**src/rtl/multicycle_ctrl.sv**
```systemverilog
// Multicycle CPU control unit: six-state instruction sequencer with
// opcode decode for a small MIPS-like instruction set.
// Optional build macro MULTICYCLE_CTRL_MEMWAIT_EN adds a mem_ready input.
// While mem_ready is low, the MEM state holds with all outputs unchanged.
//
// state | meaning
// ------+---------------------------------------------------------------
// IF    | instruction fetch, IR written
// ID    | decode, opcode latched into op_q on exit
// EXE   | execute / branch resolve
// MEM   | data memory access (lw read, sw write)
// WB    | register file write-back
// HALT  | stopped until reset
module multicycle_ctrl (
    input  logic       clk,
    input  logic       reset,
    input  logic [5:0] opCode,
    input  logic       zero,
`ifdef MULTICYCLE_CTRL_MEMWAIT_EN
    input  logic       mem_ready,
`endif
    output logic       PCWre,
    output logic       IRWre,
    output logic       ALUSrcB,
    output logic       ALUM2Reg,
    output logic       RegWre,
    output logic       InsMemRW,
    output logic       DataMemRW,
    output logic       ExtSel,
    output logic       PCSrc,
    output logic       RegOut,
    output logic       halted,
    output logic [2:0] ALUOp,
    output logic [2:0] state
);

    typedef enum logic [2:0] {
        S_IF   = 3'b000,
        S_ID   = 3'b001,
        S_EXE  = 3'b010,
        S_MEM  = 3'b011,
        S_WB   = 3'b100,
        S_HALT = 3'b101
    } state_t;

    localparam logic [5:0] OP_ADD  = 6'b000000;
    localparam logic [5:0] OP_ADDI = 6'b000001;
    localparam logic [5:0] OP_SUB  = 6'b000010;
    localparam logic [5:0] OP_ORI  = 6'b010000;
    localparam logic [5:0] OP_AND  = 6'b010001;
    localparam logic [5:0] OP_OR   = 6'b010010;
    localparam logic [5:0] OP_SW   = 6'b100110;
    localparam logic [5:0] OP_LW   = 6'b100111;
    localparam logic [5:0] OP_BEQ  = 6'b110000;
    localparam logic [5:0] OP_HALT = 6'b111111;

    state_t     state_q;
    state_t     state_d;
    logic [5:0] op_q;
    logic       op_known;
    logic       mem_done;

`ifdef MULTICYCLE_CTRL_MEMWAIT_EN
    assign mem_done = mem_ready;
`else
    assign mem_done = 1'b1;
`endif

    // Recognised-opcode check on the live opcode, used only while in ID.
    always_comb begin
        op_known = opCode inside {OP_ADD, OP_ADDI, OP_SUB, OP_ORI, OP_AND,
                                  OP_OR, OP_SW, OP_LW, OP_BEQ, OP_HALT};
    end

    // Next-state logic; reset is applied in the register, not here, so that
    // PCWre reflects the instruction flow rather than an external abort.
    always_comb begin
        state_d = S_IF;
        case (state_q)
            S_IF:    state_d = S_ID;
            S_ID: begin
                if (opCode == OP_HALT)
                    state_d = S_HALT;
                else if (!op_known)
                    state_d = S_IF;
                else
                    state_d = S_EXE;
            end
            S_EXE: begin
                if (op_q == OP_BEQ)
                    state_d = S_IF;
                else if (op_q == OP_SW || op_q == OP_LW)
                    state_d = S_MEM;
                else
                    state_d = S_WB;
            end
            S_MEM: begin
                if (!mem_done)
                    state_d = S_MEM;
                else if (op_q == OP_LW)
                    state_d = S_WB;
                else
                    state_d = S_IF;
            end
            S_WB:    state_d = S_IF;
            S_HALT:  state_d = S_HALT;
            default: state_d = S_IF;
        endcase
    end

    // State and latched opcode registers with synchronous reset.
    always_ff @(posedge clk) begin
        if (reset) begin
            state_q <= S_IF;
            op_q    <= OP_ADD;
        end else begin
            state_q <= state_d;
            if (state_q == S_ID)
                op_q <= opCode;
        end
    end

    // Per-state strobes and op_q-based datapath decode.
    always_comb begin
        IRWre     = (state_q == S_IF);
        PCWre     = (state_d == S_IF) && (state_q != S_HALT);
        RegWre    = (state_q == S_WB);
        DataMemRW = (state_q == S_MEM) && (op_q == OP_SW);
        PCSrc     = (state_q == S_EXE) && (op_q == OP_BEQ) && zero;
        halted    = (state_q == S_HALT);
        InsMemRW  = 1'b0;
        ALUSrcB   = op_q inside {OP_ADDI, OP_ORI, OP_SW, OP_LW};
        ALUM2Reg  = (op_q == OP_LW);
        ExtSel    = (op_q != OP_ORI);
        RegOut    = !(op_q inside {OP_ADDI, OP_ORI, OP_LW});
        ALUOp     = 3'b000;
        case (op_q)
            OP_SUB, OP_BEQ: ALUOp = 3'b001;
            OP_ORI, OP_OR:  ALUOp = 3'b011;
            OP_AND:         ALUOp = 3'b100;
            default:        ALUOp = 3'b000;
        endcase
        state = state_q;
    end

endmodule

```
**config.mk**
```make
export PLATFORM = sky130hd
export DESIGN_NAME = multicycle_ctrl
export DESIGN_NICKNAME = d
export VERILOG_FILES = /design/src/rtl/multicycle_ctrl.sv
export SDC_FILE = /design/constraint.sdc
export NUM_CORES = 1
export LEC_CHECK = 0
export CORE_MARGIN = 10
export CORE_UTILIZATION = 45
export CTS_CLUSTER_DIAMETER = 80
export DETAILED_ROUTE_END_ITERATION = 8
export PLACE_DENSITY_LB_ADDON = 0.12
export REMOVE_ABC_BUFFERS = 1
export SYNTH_ARGS = -nofsm -noshare
export SYNTH_HDL_FRONTEND = slang
export SYNTH_SLANG_ARGS = --single-unit
export TNS_END_PERCENT = 50
```
**constraint.sdc**
```tcl
create_clock -name clk -period 5.5 [get_ports clk]
set_clock_uncertainty 0.15 [all_clocks]
set_input_delay 1.65 -clock clk [delete_from_list [all_inputs] [get_ports clk]]
set_output_delay 1.65 -clock clk [all_outputs]
set_load 0.005 [all_outputs]
```
## Word level (Yosys, flattened, before mapping)

Cells that the tools add are included.
Widths: inputs -> output; s select.

- Bits in registers: 9
- Bits of input ports: 9
- ROM bits: 0
- Word-level logic and storage cells: 47
- Output and inout bits: 17
- Latch bits: 0
- Memories kept: 0
- Bits in writable memories: 0

- Reduce and logical (&&, ||, !) cells: 14
- $add $sub $neg: 0
- Eq/ne operators: 24
- $lt $le $gt $ge: 0
- Div/mod/pow operators: 0
- $mul: 0
- Bitwise logic cells: 0
- Shift operators: 0
- Muxes and demuxes: 7

Operator list:

| cell | count |
|---|---|
| $eq 6x6->1 const B | 7 |
| $eq 6x5->1 const B | 6 |
| $pmux 3 s5 | 1 |
| $eq 6x1->1 const B | 2 |
| $eq 6x2->1 const B | 2 |
| $mux 3 | 4 |
| $reduce_bool 10->1 | 1 |
| $pmux 3 s3 | 1 |
| $eq 3x2->1 const B | 2 |
| $eq 3x3->1 const B | 2 |
| $logic_not 3->1 | 2 |
| $logic_not 6->1 | 1 |
| $ne 6x5->1 const B | 1 |
| $logic_and 1x1->1 | 4 |
| $reduce_bool 4->1 | 1 |
| $reduce_or 2->1 | 2 |
| $eq 3x1->1 const B | 1 |
| $ne 3x3->1 const B | 1 |
| $reduce_bool 3->1 | 1 |
| $mux 2 | 1 |
| $logic_not 1->1 | 1 |
| $logic_or 1x1->1 | 1 |

## Depth between registers and ports, before layout

- Word-level depth: 7
- Mapped depth: 5
- Gate-level depth less buffers: 4

## Worst setup path before layout

Ideal clock, no wire load.

- Path type: in2out
- Start point: in opCode[3]
- End point: out PCWre
- Buffers on the path: 0
- Slack: 1163 ps
- Arrival time: 2537 ps
- Data required time: 3700 ps
- Cell stages on the path: 4
- Path through: and4b_1 -> a31o_2 -> a211o_1 -> a211oi_2

- Cells in the longest elaborated chain, start to end: 7
- Elaborated cells between the ends (all ways): 16
- Those cells by class: 9 x eq/ne; 3 x mux; 4 x reduce/logical

Ends and longest elaborated chain:

| element | line | text |
|---|---|---|
| start, declared | 17 | `input logic [5:0] opCode,` |
| $eq 6x1->1, or another cell as far along | 71 | `op_known = opCode inside {OP_ADD, OP_ADDI, OP_SUB, OP_ORI, OP_AND,` |
| $reduce_bool 10->1 | 71 |  |
| $mux 2 | 84 | `else if (!op_known)` |
| $mux 3 (*) | 82 | `if (opCode == OP_HALT)` |
| $pmux 3 s5 (*) | 79 | `case (state_q)` |
| $logic_not 3->1 (*) | 126 | `PCWre = (state_d == S_IF) && (state_q != S_HALT);` |
| $logic_and 1x1->1 (*) | 126 |  |
| end, declared | 22 | `output logic PCWre,` |

Every way passes the cells marked *; elsewhere a longest branch is shown, timed or not.

## Final worst setup path

- Start point: in opCode[2]
- End point: out PCWre

Same word-level chain as after synthesis.

==> flow_summary.json <==
{
  "synth.avg_cell_area_sq_um": 7.565,
  "vdd_drop_max_mv": 0.1657,
  "wirelength_um": 1745,
  "die_y_um": 58.03,
  "cp.arrival_ns": 3.60,
  "drtIter0Drc": 17,
  "syn-cell-area_sq_um": 650.6,
  "crit_type": "input pin to output pin",
  "mostFrequentLayoutCells": "clkdlybuf4s50_1 (24), a21oi_1 (10), nand2_1 (10), dfxtp_1 (9), o21ai_0 (7)",
  "slew_viol_final": 0,
  "required_ns": 3.70,
  "ctsResizeCount": 0,
  "reg2reg_depth": 3,
  "power_leakage_nw": 0.3183,
  "cts-root-buf": "clkbuf_4",
  "period_share_pct": 98.10,
  "clkTransAtPathRegs_ns": 0.06,
  "core_sq_mm": 0.001334,
  "gp_congestion": 0.8129,
  "insertion_delay_ns": 0.26,
  "drt_pass1_iterations": 4,
  "drv_cap": 0,
  "ys_seq_area_share_pct": 27.69,
  "grt_pass1_vias": 682,
  "cts_tree": "yes",
  "use_met1_pct": 11.93,
  "row_count": 13,
  "setup_tns_ns": 0,
  "remaining_drc_errors": 0,
  "dpl.hpwl_um": 1351,
  "finalHoldViolCount": 0,
  "die_w_um": 58.03,
  "layout_commonest_cell": "clkdlybuf4s50_1",
  "crit_fanout": 6,
  "crit_path_end_kind": "output pin",
  "fmax_mhz": 185.3,
  "cts_buffer_depth": 2,
  "grt_usage_pct": 10.46,
  "grt-busiest-layer": "met2",
  "status": "complete, no violations",
  "cts_buffers": 3,
  "setup_violations": 0,
  "grt_first_pass_wirelength_um": 2980,
  "io_buffers": 24,
  "ys_types": 37,
  "cts_sinks": 9,
  "dieArea_sq_mm": 0.003367,
  "syn_inst": 86,
  "fillers": 127,
  "cts_setup_buffers": 0,
  "gr-usage-met3_pct": 5.447,
  "postRouteAntennaNets": 0,
  "post_dp_cell_area_sq_um": 890.9,
  "io_pins": 26,
  "routed-via-count": 719,
  "antenna_found_initial": 0,
  "power-per-cell-area_mw_per_mm2": 194.1,
  "final_cell_area_sq_um": 917.1,
  "ys_ff_latch": 9,
  "initial_core_util_pct": 48.78,
  "avgRoutedWirePerCell_um": 13.96,
  "num_antenna_cells": 0,
  "dp.cells": 121,
  "overflow": 0,
  "nNetsFinal": 120,
  "hold_depth": 2,
  "drive_above_1_share_pct": 9.091,
  "h-tree-depth": 1,
  "final_cells": 125,
  "startpoint_type": "input pin",
  "fin_crit_ns": 5.395,
  "yosys_warnings": 0,
  "vias_per_cell": 5.752,
  "cts_hold_buffers": 0,
  "grt.met2_usage_pct": 16.10,
  "hold_path_class": "register to register",
  "rsz0062_at_grt": "false",
  "grt_max_degree": 17,
  "syn_to_final_growth_pct": 40.96
}
cell usage after synthesis:
master     number  share of area, %
a211o_1         1               1.3
a211oi_1        1               1.2
a211oi_2        1               1.9
a21oi_1        10               7.7
a2bb2oi_1       1               1.3
a31o_2          1               1.3
a32o_2          1               1.7
and2_1          1              0.96
and3_1          1              0.96
and4b_1         1               1.5
buf_1           1              0.58
buf_4           1               1.2
clkbuf_1        2               1.2
conb_1          1              0.58
dfxtp_1         9                28
inv_1           2               1.2
mux2_2          1               1.7
nand2_1        10               5.8
nand2b_1        6               5.8
nand3b_1        1               1.2
nand4b_1        1               1.3
nor2_1          4               2.3
nor2b_1         2               1.9
nor3_1          3               2.3
nor3b_1         2               2.3
nor3b_2         1               1.9
nor4_1          3               2.9
nor4b_1         1               1.3
o211ai_1        1               1.2
o21a_1          1               1.2
o21ai_0         7               5.4
or2_1           1              0.96
or2_2           1              0.96
or3_4           1               1.7
or4_1           1               1.2
or4b_1          2               3.1
xnor2_1         1               1.3
path summary, 6_finish.rpt:
| path | startpoint | endpoint | slack [ns] |
|---|---|---|---|
| min | op_q[2]$_SDFFE_PP0N_ | op_q[2]$_SDFFE_PP0N_ | 0.39 |
| max reg2reg | state[2]$_SDFF_PP0_ | state[0]$_SDFF_PP0_ | 3.73 |
| min reg2reg | op_q[2]$_SDFFE_PP0N_ | op_q[2]$_SDFFE_PP0N_ | 0.39 |
| max | opCode[2] | PCWre | 0.10 |
worst max-delay path, cell delays in order:
cell and delay, ns:
clkdlybuf4s50_1 0.48, and4b_1 0.23, a31o_2 0.25, a211o_1 0.25
a211oi_2 0.21, clkdlybuf4s50_1 0.53
report_power, final:
group / internal (W) / switching (W) / total (W)
clock network: 0.0000280 / 0.0000240 / 0.0000520
registers: 0.0000693 / 0.00000717 / 0.0000765
logic: 0.0000295 / 0.0000200 / 0.0000495
logic make-up after synthesis:
| group | after synthesis | synth area share (%) |
|---|---|---|
| AND/OR/NAND/NOR | 43 | 40.39 |
| AO/OA/AOI/OAI | 25 | 24.23 |
| flip-flops | 9 | 27.69 |
| buffers and inverters | 6 | 4.039 |
| XOR/XNOR | 1 | 1.346 |
| multiplexers | 1 | 1.731 |
| other | 1 | 0.5764 |
area by class of cell:
| class | instances | area (sq um) | area share, % |
|---|---|---|---|
| inverter | 2 | 7.507 | 0.8186 |
| tap | 15 | 18.77 | 2.046 |
| timing repair buffer | 24 | 240.2 | 26.19 |
| multi-input combinational | 71 | 444.2 | 48.43 |
| clock buffer | 4 | 26.28 | 2.865 |
| sequential | 9 | 180.2 | 19.65 |
metrics by stage:
stage	util [%]	total power (W)	hold WS (ns)	worst slack [ns]
final	68.76	0.0001780	0.3923	0.1046
after global routing	68.76	0.0001904	0.4310	0.01618
after global placement	66.79	0.0001267	0.3848	0.1432
after floorplan	-	0.0001007	0.3381	1.163
after CTS	68.76	0.0001784	0.3950	0.1044
after detailed placement	66.79	0.0001275	0.3871	0.1132
flip-flops by register name (all words and copies together) (netlist names):
name and flops:
op_q 6, state 3
routing by layer:
| layer | vias to the layer above | part of all wire [%] |
|---|---|---|
| li1 | 368 | - |
| met1 | 320 | 45 |
| met3 | 2 | 12 |
| met4 | 0 | 0.69 |
| met5 | - | 0 |
| met2 | 29 | 42 |
(Power assumes the default switching activity.)
